**src/rtl/reg_sb_pkg.sv**
```systemverilog
// ============================================================================
// Module      : reg_sb_pkg
// Description : Shared widths, vector types and popcount helper for the
//               register scoreboard.
// Revision    : 1.0 - initial release
// ============================================================================
`default_nettype none

package reg_sb_pkg;

  localparam int ADDR_W   = 3;
  localparam int NUM_REGS = 2**ADDR_W;
  // Widest busy vector the popcount helper accepts (ADDR_W up to 8).
  localparam int MAX_REGS = 256;

  typedef logic [ADDR_W-1:0]   reg_addr_t;
  typedef logic [NUM_REGS-1:0] reg_vec_t;

  function automatic int unsigned popcount(input logic [MAX_REGS-1:0] v);
    int unsigned n;
    n = 0;
    for (int i = 0; i < MAX_REGS; i++) begin
      n = n + 32'(v[i]);
    end
    return n;
  endfunction

endpackage

`default_nettype wire

```
**src/rtl/onehot_decoder.sv**
```systemverilog
// ============================================================================
// Module      : onehot_decoder
// Description : Combinational ADDR_W-to-2**ADDR_W one-hot decoder with enable.
// Revision    : 1.0 - initial release
// ============================================================================
`default_nettype none

module onehot_decoder #(
  parameter int ADDR_W = 3
) (
  input  logic                 en,
  input  logic [ADDR_W-1:0]    addr,
  output logic [2**ADDR_W-1:0] onehot
);

  always_comb begin
    onehot = '0;
    if (en) begin
      onehot[addr] = 1'b1;
    end
  end

endmodule

`default_nettype wire

```
**src/rtl/reg_scoreboard.sv**
```systemverilog
// ============================================================================
// Module      : reg_scoreboard
// Description : Busy-bit scoreboard stalling issue on RAW/WAW hazards and
//               producing a registered one-hot register-file write enable.
//               Optional macro REG_SB_ZERO_REG_EN hardwires register 0.
// Revision    : 1.0 - initial release
// ============================================================================
`default_nettype none

module reg_scoreboard #(
  parameter  int ADDR_W   = reg_sb_pkg::ADDR_W,
  localparam int NUM_REGS = 2**ADDR_W
) (
  input  logic                clk,
  input  logic                reset,
  input  logic                issue_valid,
  input  logic [ADDR_W-1:0]   issue_dest,
  input  logic [ADDR_W-1:0]   issue_src1,
  input  logic [ADDR_W-1:0]   issue_src2,
  output logic                issue_ready,
  input  logic                wb_valid,
  input  logic [ADDR_W-1:0]   wb_dest,
  output logic [NUM_REGS-1:0] wr_en,
  output logic [NUM_REGS-1:0] busy,
  output logic [ADDR_W:0]     pending_cnt,
  output logic                wb_err
);

  import reg_sb_pkg::*;

  logic [NUM_REGS-1:0] busy_q, busy_d;
  logic [NUM_REGS-1:0] wr_en_q, wr_en_d;
  logic [ADDR_W:0]     pending_cnt_q, pending_cnt_d;
  logic                wb_err_q, wb_err_d;

  logic [NUM_REGS-1:0] w_set_mask;
  logic [NUM_REGS-1:0] w_clr_mask;
  logic                w_fire;
  logic                w_set_en;
  logic                w_clr_en;

  // No writeback bypass: readiness looks only at the registered busy bits.
  assign issue_ready = !busy_q[issue_dest] && !busy_q[issue_src1] && !busy_q[issue_src2];
  assign w_fire      = issue_valid && issue_ready;

`ifdef REG_SB_ZERO_REG_EN
  assign w_set_en = w_fire && (issue_dest != '0);
  assign w_clr_en = wb_valid && (wb_dest != '0);
`else
  assign w_set_en = w_fire;
  assign w_clr_en = wb_valid;
`endif

  onehot_decoder #(.ADDR_W(ADDR_W)) u_set_dec (
    .en     (w_set_en),
    .addr   (issue_dest),
    .onehot (w_set_mask)
  );

  onehot_decoder #(.ADDR_W(ADDR_W)) u_clr_dec (
    .en     (w_clr_en),
    .addr   (wb_dest),
    .onehot (w_clr_mask)
  );

  // Set is applied after clear so a fire onto a non-busy writeback target ends busy.
  always_comb begin
    busy_d        = (busy_q & ~w_clr_mask) | w_set_mask;
    wr_en_d       = w_clr_mask;
    wb_err_d      = wb_err_q | (w_clr_en && !busy_q[wb_dest]);
    pending_cnt_d = (ADDR_W+1)'(popcount(MAX_REGS'(busy_d)));
  end

  always_ff @(posedge clk) begin
    if (reset) begin
      busy_q        <= '0;
      wr_en_q       <= '0;
      pending_cnt_q <= '0;
      wb_err_q      <= 1'b0;
    end else begin
      busy_q        <= busy_d;
      wr_en_q       <= wr_en_d;
      pending_cnt_q <= pending_cnt_d;
      wb_err_q      <= wb_err_d;
    end
  end

  assign busy        = busy_q;
  assign wr_en       = wr_en_q;
  assign pending_cnt = pending_cnt_q;
  assign wb_err      = wb_err_q;

endmodule

`default_nettype wire

```
**config.mk**
```make
export PLATFORM = sky130hd
export DESIGN_NAME = reg_scoreboard
export DESIGN_NICKNAME = d
export VERILOG_FILES = /design/src/rtl/reg_sb_pkg.sv /design/src/rtl/onehot_decoder.sv /design/src/rtl/reg_scoreboard.sv
export SDC_FILE = /design/constraint.sdc
export NUM_CORES = 1
export LEC_CHECK = 0
export ABC_AREA = 1
export CORE_ASPECT_RATIO = 0.75
export CORE_UTILIZATION = 25
export CTS_CLUSTER_SIZE = 40
export DETAILED_ROUTE_END_ITERATION = 16
export PLACE_DENSITY = 0.54
export SETUP_SLACK_MARGIN = 0.1
export SLEW_MARGIN = 20
export SYNTH_ARGS = -nofsm -noshare
export SYNTH_HDL_FRONTEND = slang
export SYNTH_SLANG_ARGS = --single-unit
```
**constraint.sdc**
```tcl
create_clock -name clk -period 9.5 [get_ports clk]
set_input_delay 0.95 -clock clk [delete_from_list [all_inputs] [get_ports clk]]
set_output_delay 0.95 -clock clk [all_outputs]
set_load 0.02 [all_outputs]
```
# After elaboration in Yosys (flattened, before gate mapping)
# Cells that the tools add are included.
op_classes:
  bitwise: 4
  n_lt_le_gt_ge: 6
  reduce_logical: 10
  n_mux: 14
  addsub: 7
op_table:
  columns: ["cell", "n"]
  rows:
  - ["4-bit by 1-bit adder with 4-bit output", 4]
  - ["3-bit by 4-bit < comparator with 1-bit output, second input constant", 4]
  - ["8-bit two-way mux", 2]
  - ["1-bit binary-select mux with 3-bit select", 4]
  - ["8-bit bitwise AND", 1]
  - ["8-bit NOT", 1]
  - ["8-bit bitwise OR", 1]
  - ["1-bit demux with 3-bit select", 2]
  - ["3-bit by 1-bit >= comparator with 1-bit output, second input constant", 2]
  - ["1-bit logical AND", 6]
  - ["1-bit two-way mux", 6]
  - ["3-bit by 1-bit adder with 4-bit output", 1]
  - ["1-bit zero test", 4]
  - ["2-bit by 1-bit adder with 3-bit output", 1]
  - ["1-bit by 1-bit adder with 2-bit output", 1]
  - ["1-bit bitwise OR", 1]
word_totals:
  inputBits: 16
  output_inout_bits: 22
  regBits: 21
  wordCells: 45

# Longest topological paths before layout
depth:
  ltp_word: 15
  ltp_mapped: 21
  mapped_depth_nobuf: 20

# By module
# A second synthesis with hierarchy kept.
unflattened:
  cells_unflattened: 202
  hier_area_um2: 1260.0
modules_own_cells:
  columns: ["module", "instances", "seq_area_each_um2", "area_each_um2", "cells_per_inst"]
  rows:
  - ["reg_scoreboard", 1, 420.4, 1132.3, 168]
  - ["onehot_decoder", 2, 0.0, 63.8, 17]

# Worst setup path before layout
# No wires, ideal clock.
synth_path:
  kind: "input port to flip-flop"
  start: "input port issue_dest[0]"
  end: "register pending_cnt_q[2] (netlist: pending_cnt[2])"
  arrival_ns: 3.937
  stages: 21
  setup_slack_ns: 5.435
  path_buffers: 1
  setup_time_ns: 0.128
  required_time_ns: 9.372
  cell_sequence: "buf_6 > inv_4 > nand2_1 > nand2_1 > nand2_1 > nand2_1 > nand2_2 > nand2_2 > nor2_8 > nand4_1 > nand2_1 > fa_1 > fa_1 > inv_1 > fa_1 > inv_1 > ha_1 > inv_1 > fa_1 > xor2_1 > nor2_1"
synth_via:
  elab_chain_cells: 15
  elab_cells_between_ends: 20
  classes_between: "7 x add/sub; 2 x order compare; 5 x mux; 1 x bitwise; 5 x reduce/logical"
synth_rtl:
  columns: ["item", "line", "rtl"]
  rows:
  - ["from (decl)", "reg_scoreboard.sv:17", "input logic [ADDR_W-1:0] issue_dest,"]
  - ["parallel branches: the longest is 6 deep, another holds 3-bit by 4-bit < comparator with 1-bit output", null, null]
  - ["8-bit two-way mux (*)", "onehot_decoder.sv:18", "if (en) begin"]
  - ["8-bit bitwise OR (*)", "reg_scoreboard.sv:68", "busy_d = (busy_q & ~w_clr_mask) | w_set_mask;"]
  - ["named net busy_d[0]", "reg_scoreboard.sv:31", "logic [NUM_REGS-1:0] busy_q, busy_d;"]
  - ["1-bit by 1-bit adder with 2-bit output (*)", "reg_sb_pkg.sv:23", "n = n + 32'(v[i]);"]
  - ["2-bit by 1-bit adder with 3-bit output (*)", "reg_sb_pkg.sv:23", null]
  - ["3-bit by 1-bit adder with 4-bit output (*)", "reg_sb_pkg.sv:23", null]
  - ["4-bit by 1-bit adder with 4-bit output (*) (4 in series)", "reg_sb_pkg.sv:23", null]
  - ["to (signal assigned)", "reg_scoreboard.sv:83", "pending_cnt_q <= pending_cnt_d;"]
  - ["to (decl)", "reg_scoreboard.sv:33", "logic [ADDR_W:0] pending_cnt_q, pending_cnt_d;"]
# Mark *: on every way through the listed nets, which the timed path passes. The select of a mux whose other input is x is not followed.
# A chain may end at the register's enable or synchronous reset.

# Worst setup path in the final report
layout_path:
  start: "input port issue_dest[0]"
  end: "register pending_cnt_q[2] (netlist: pending_cnt[2])"
layout_via:
  elab_cells_between_ends: 20
  classes_between: "7 x add/sub; 2 x order compare; 5 x mux; 1 x bitwise; 5 x reduce/logical"
layout_lines:
  columns: ["item", "line"]
  rows:
  - ["parallel branches: the longest is 6 deep, another holds 3-bit by 4-bit < comparator with 1-bit output", null]
  - ["8-bit two-way mux (*)", "onehot_decoder.sv:18"]
  - ["8-bit bitwise OR (*)", "reg_scoreboard.sv:68"]
  - ["named net busy_d[3]", "reg_scoreboard.sv:31"]
  - ["3-bit by 1-bit adder with 4-bit output (*)", "reg_sb_pkg.sv:23"]
  - ["4-bit by 1-bit adder with 4-bit output (*) (4 in series)", "reg_sb_pkg.sv:23"]
# Marked as above.

==> impl_metrics.csv <==
group,metric,value,unit
grt,grt_pass1_wl,5770,µm
place,place_ws,4590,ps
grt,grt_max_degree,22,
routing,route.detailed.wl_per_inst,12.2,µm
setup_path,startpoint_type,"primary input",
cts,postCtsSetupBuffers,0,
yosys,synth_nets,208,
timing,layout_setup_ws,4870,ps
die,pin_count,38,
cells_and_area,drive_gt1_share,6.79,%
routing,vias,1287,
setup_path,path_buf_inv,5,
yosys,yosysTopAreaCell,"dfxtp_1",
worst_hold_path,min-delay-start,"wb_err$_SDFF_PP0_",
setup_path,rrSetupSlack,5870,ps
setup_path,crit_chain,"clkdlybuf4s50_1, inv_4, nand2_1, nand2_1, nand2_1, nand2_1, nand2_1, nand2_2, nor2_8, nand4_2, nand2_1, fa_1, fa_1, inv_1, fa_1, inv_1, ha_1, inv_1, fa_1, xor2_1, nor2_1",
place,placed_cell_area,0.00171,mm²
power,power_density,112,mW/mm²
timing,rsz0062_at_grt,"false",
yosys,synth_edf_count,0,
setup_path,critical_path.slowest_cell,"clkdlybuf4s50_1",
yosys,synth_top_area_share,32.6,%
setup_path,critPathMostFrequentCell,"nand2_1",
yosys,synth-seq-area-share,32.6,%
cts,clk_latency,260,ps
cts,ctsResizeCount,0,
setup_path,worstSetupPathType,"primary input to flop",
die,die_w,85.0,µm
die,row_count,22,
cells_and_area,nets,245,
timing,fmaxAchievable,216,MHz
setup_path,crit_family,"adder cells",
cts,cts_root_buffer,"clkbuf_8",
timing,tns,0,ps
routing,drc,0,
cts,htree_levels,1,
setup_path,crit_fanout,9,
die,fp.dieH,64.2,µm
cts,cts.sinks,21,
timing,finalHoldViolations,0,
die,die-area,0.00546,mm²
cells_and_area,fill_cells,534,
cells_and_area,antenna_cells,0,
cts,clk_pin_slew_worst_paths,80,ps
cts,cts_tree,"done",
cells_and_area,syn2layout_area_growth,35.9,%
timing,final_max_slew_viol_count,0,
yosys,synth_cells,185,
yosys,synth_most_common_cell,"nand2_1",
place,gp_congestion,0.773,
yosys,synth_ff_type,"dfxtp_1",
power,ir_drop,0.0404,mV
setup_path,required,9620,ps
grt,grt_pass1_vias,1224,
timing,max-slew-margin-rel,46.1,%
yosys,ys_ff_latch,21,
status,status,"complete, no violations",
cts,cts-hold-fix-buffers,0,
routing,drtIter0Drc,59,
place,dp_hpwl,2610,µm
grt,track_usage,13.5,%
worst_hold_path,min_path_type,"flop to flop",
timing,fin_worst_skew,4.02,ps
grt,antenna_found_initial,0,
setup_path,end_kind,"flop",
yosys,ys_async_sr_fraction,0,%
worst_hold_path,holdPathStages,2,
worst_hold_path,min_to,"wb_err$_SDFF_PP0_",
timing,hold_slack,449,ps
yosys,yosys-top-cells-area,"dfxtp_1 (33%), nand2_1 (15%), inv_1 (7.6%)",
run,cap_violations,0,
yosys,synth_area,0.00129,mm²
routing,drt_wl_total,3430,µm
setup_path,critPathMaxStageDelay,680,ps
setup_path,r2r_cells,17,
cts,cts_buffers,3,
yosys,synth_common_cells,"nand2_1 (50), inv_1 (26), dfxtp_1 (21)",
timing,setup_viol,0,
setup_path,r2r-start,"busy[3]$_SDFF_PP0_",
routing,avgViaCountPerCell,4.58,
place,numPortBuffers,37,
routing,first_pass_iters,4,
cts,cts.path.max_buffers,2,
yosys,ys_warn_count,0,
timing,worstMarginPinSlew,806,ps
timing,period_needed,4630,ps
routing,antenna_left,0,
cells_and_area,design_area,0.00175,mm²
yosys,ys_types,24,
power,p_leak,0.755,nW
grt,overflow,0,
timing,fin_crit_sh,48.7,%
setup_path,crit_arrival,4750,ps
yosys,syn_avg_cell_area,6.98,µm²
setup_path,r2r-end,"pending_cnt[2]$_SDFF_PP0_",
die,start_util,26.2,%
die,design.core.area,0.00493,mm²
-- worst register-to-register path: stages (launching register included) --
cell and delay [ps]:
dfxtp_1 450, inv_1 90, nand2_1 60, o211ai_1 90, nand3b_1 110, nand2_2 140
nand4_1 160, nand2_1 90, fa_1 490, fa_1 490, inv_1 50, fa_1 440
inv_1 60, ha_1 170, inv_1 50, fa_1 370, xor2_1 150, nor2_1 50
-- power breakdown --
part | switching (mW) | leakage (nW) | internal (mW)
Sequential | 0.00211 | 0.170 | 0.0907
Combinational | 0.0258 | 0.559 | 0.0194
Clock | 0.0288 | 0.0255 | 0.0292
-- state kept, by name (all words and copies together), names as in the netlist --
register,count
busy,8
wr_en,8
pending_cnt,4
wb_err,1
-- layout by cell type (no fill, tap or decap), drive strengths merged, types with 4 or more instances in the layout --
cell	netlist	routed
inv	28	28
nand2	54	54
clkdlybuf4s50	0	37
fa	4	4
dfxtp	21	21
nand4	9	9
o21ai	6	6
nor2	14	14
nor3	13	13
o211ai	4	4
a21oi	11	11
nand3	8	8
-- area by class of cell --
type	instances	area [µm²]	area share, %
Clock inverter	1	5.00	0.285
Sequential cell	21	420	24.0
Clock buffer	3	41.3	2.35
Timing Repair Buffer	37	370	21.1
Inverter	28	108	6.13
Multi-Input combinational cell	131	734	41.9
Tap cell	60	75.1	4.28
-- cell families (layout without fill, tap and decap cells) --
logic type	after synthesis	after routing	share of synthesized area, %
and+or+nand+nor	101	101	37.5
buffers and inverters	33	69	10.6
AOI/OAI and AO/OA	22	22	9.59
DFF	21	21	32.6
adders and majority gates	7	7	9.11
xor gates and xnor gates	1	1	0.678
-- metrics by stage --
stage          utilization (%)  total power, mW  std cells
2_1_floorplan                -            0.121        185
3_3_place_gp              34.7            0.140        277
3_5_place_dp              34.7            0.140        277
4_1_cts                   35.6            0.199        281
5_1_grt                   35.6            0.210        281
6_report                  35.6            0.196        281
-- routing by layer --
metal  vias up  share of wire [%]  track usage (%)
met1       571                 50             18.9
met4         0                1.3             2.33
li1        677                  -                -
met5         -                  0                0
met3         4                6.7             3.75
met2        35                 42             21.0
-- worst max path at each step --
stage,startpoint,to,slack [ps],depth (start not counted)
2_1_floorplan,issue_dest[0],pending_cnt[2]$_SDFF_PP0_,5440,21
3_3_place_gp,issue_dest[0],pending_cnt[2]$_SDFF_PP0_,4640,21
3_5_place_dp,issue_dest[0],pending_cnt[2]$_SDFF_PP0_,4590,21
4_1_cts,issue_dest[0],pending_cnt[2]$_SDFF_PP0_,4860,21
5_1_grt,issue_dest[0],pending_cnt[2]$_SDFF_PP0_,4610,21
6_report,issue_dest[0],pending_cnt[2]$_SDFF_PP0_,4870,21
Note: power is estimated with default switching activity, not from simulation.
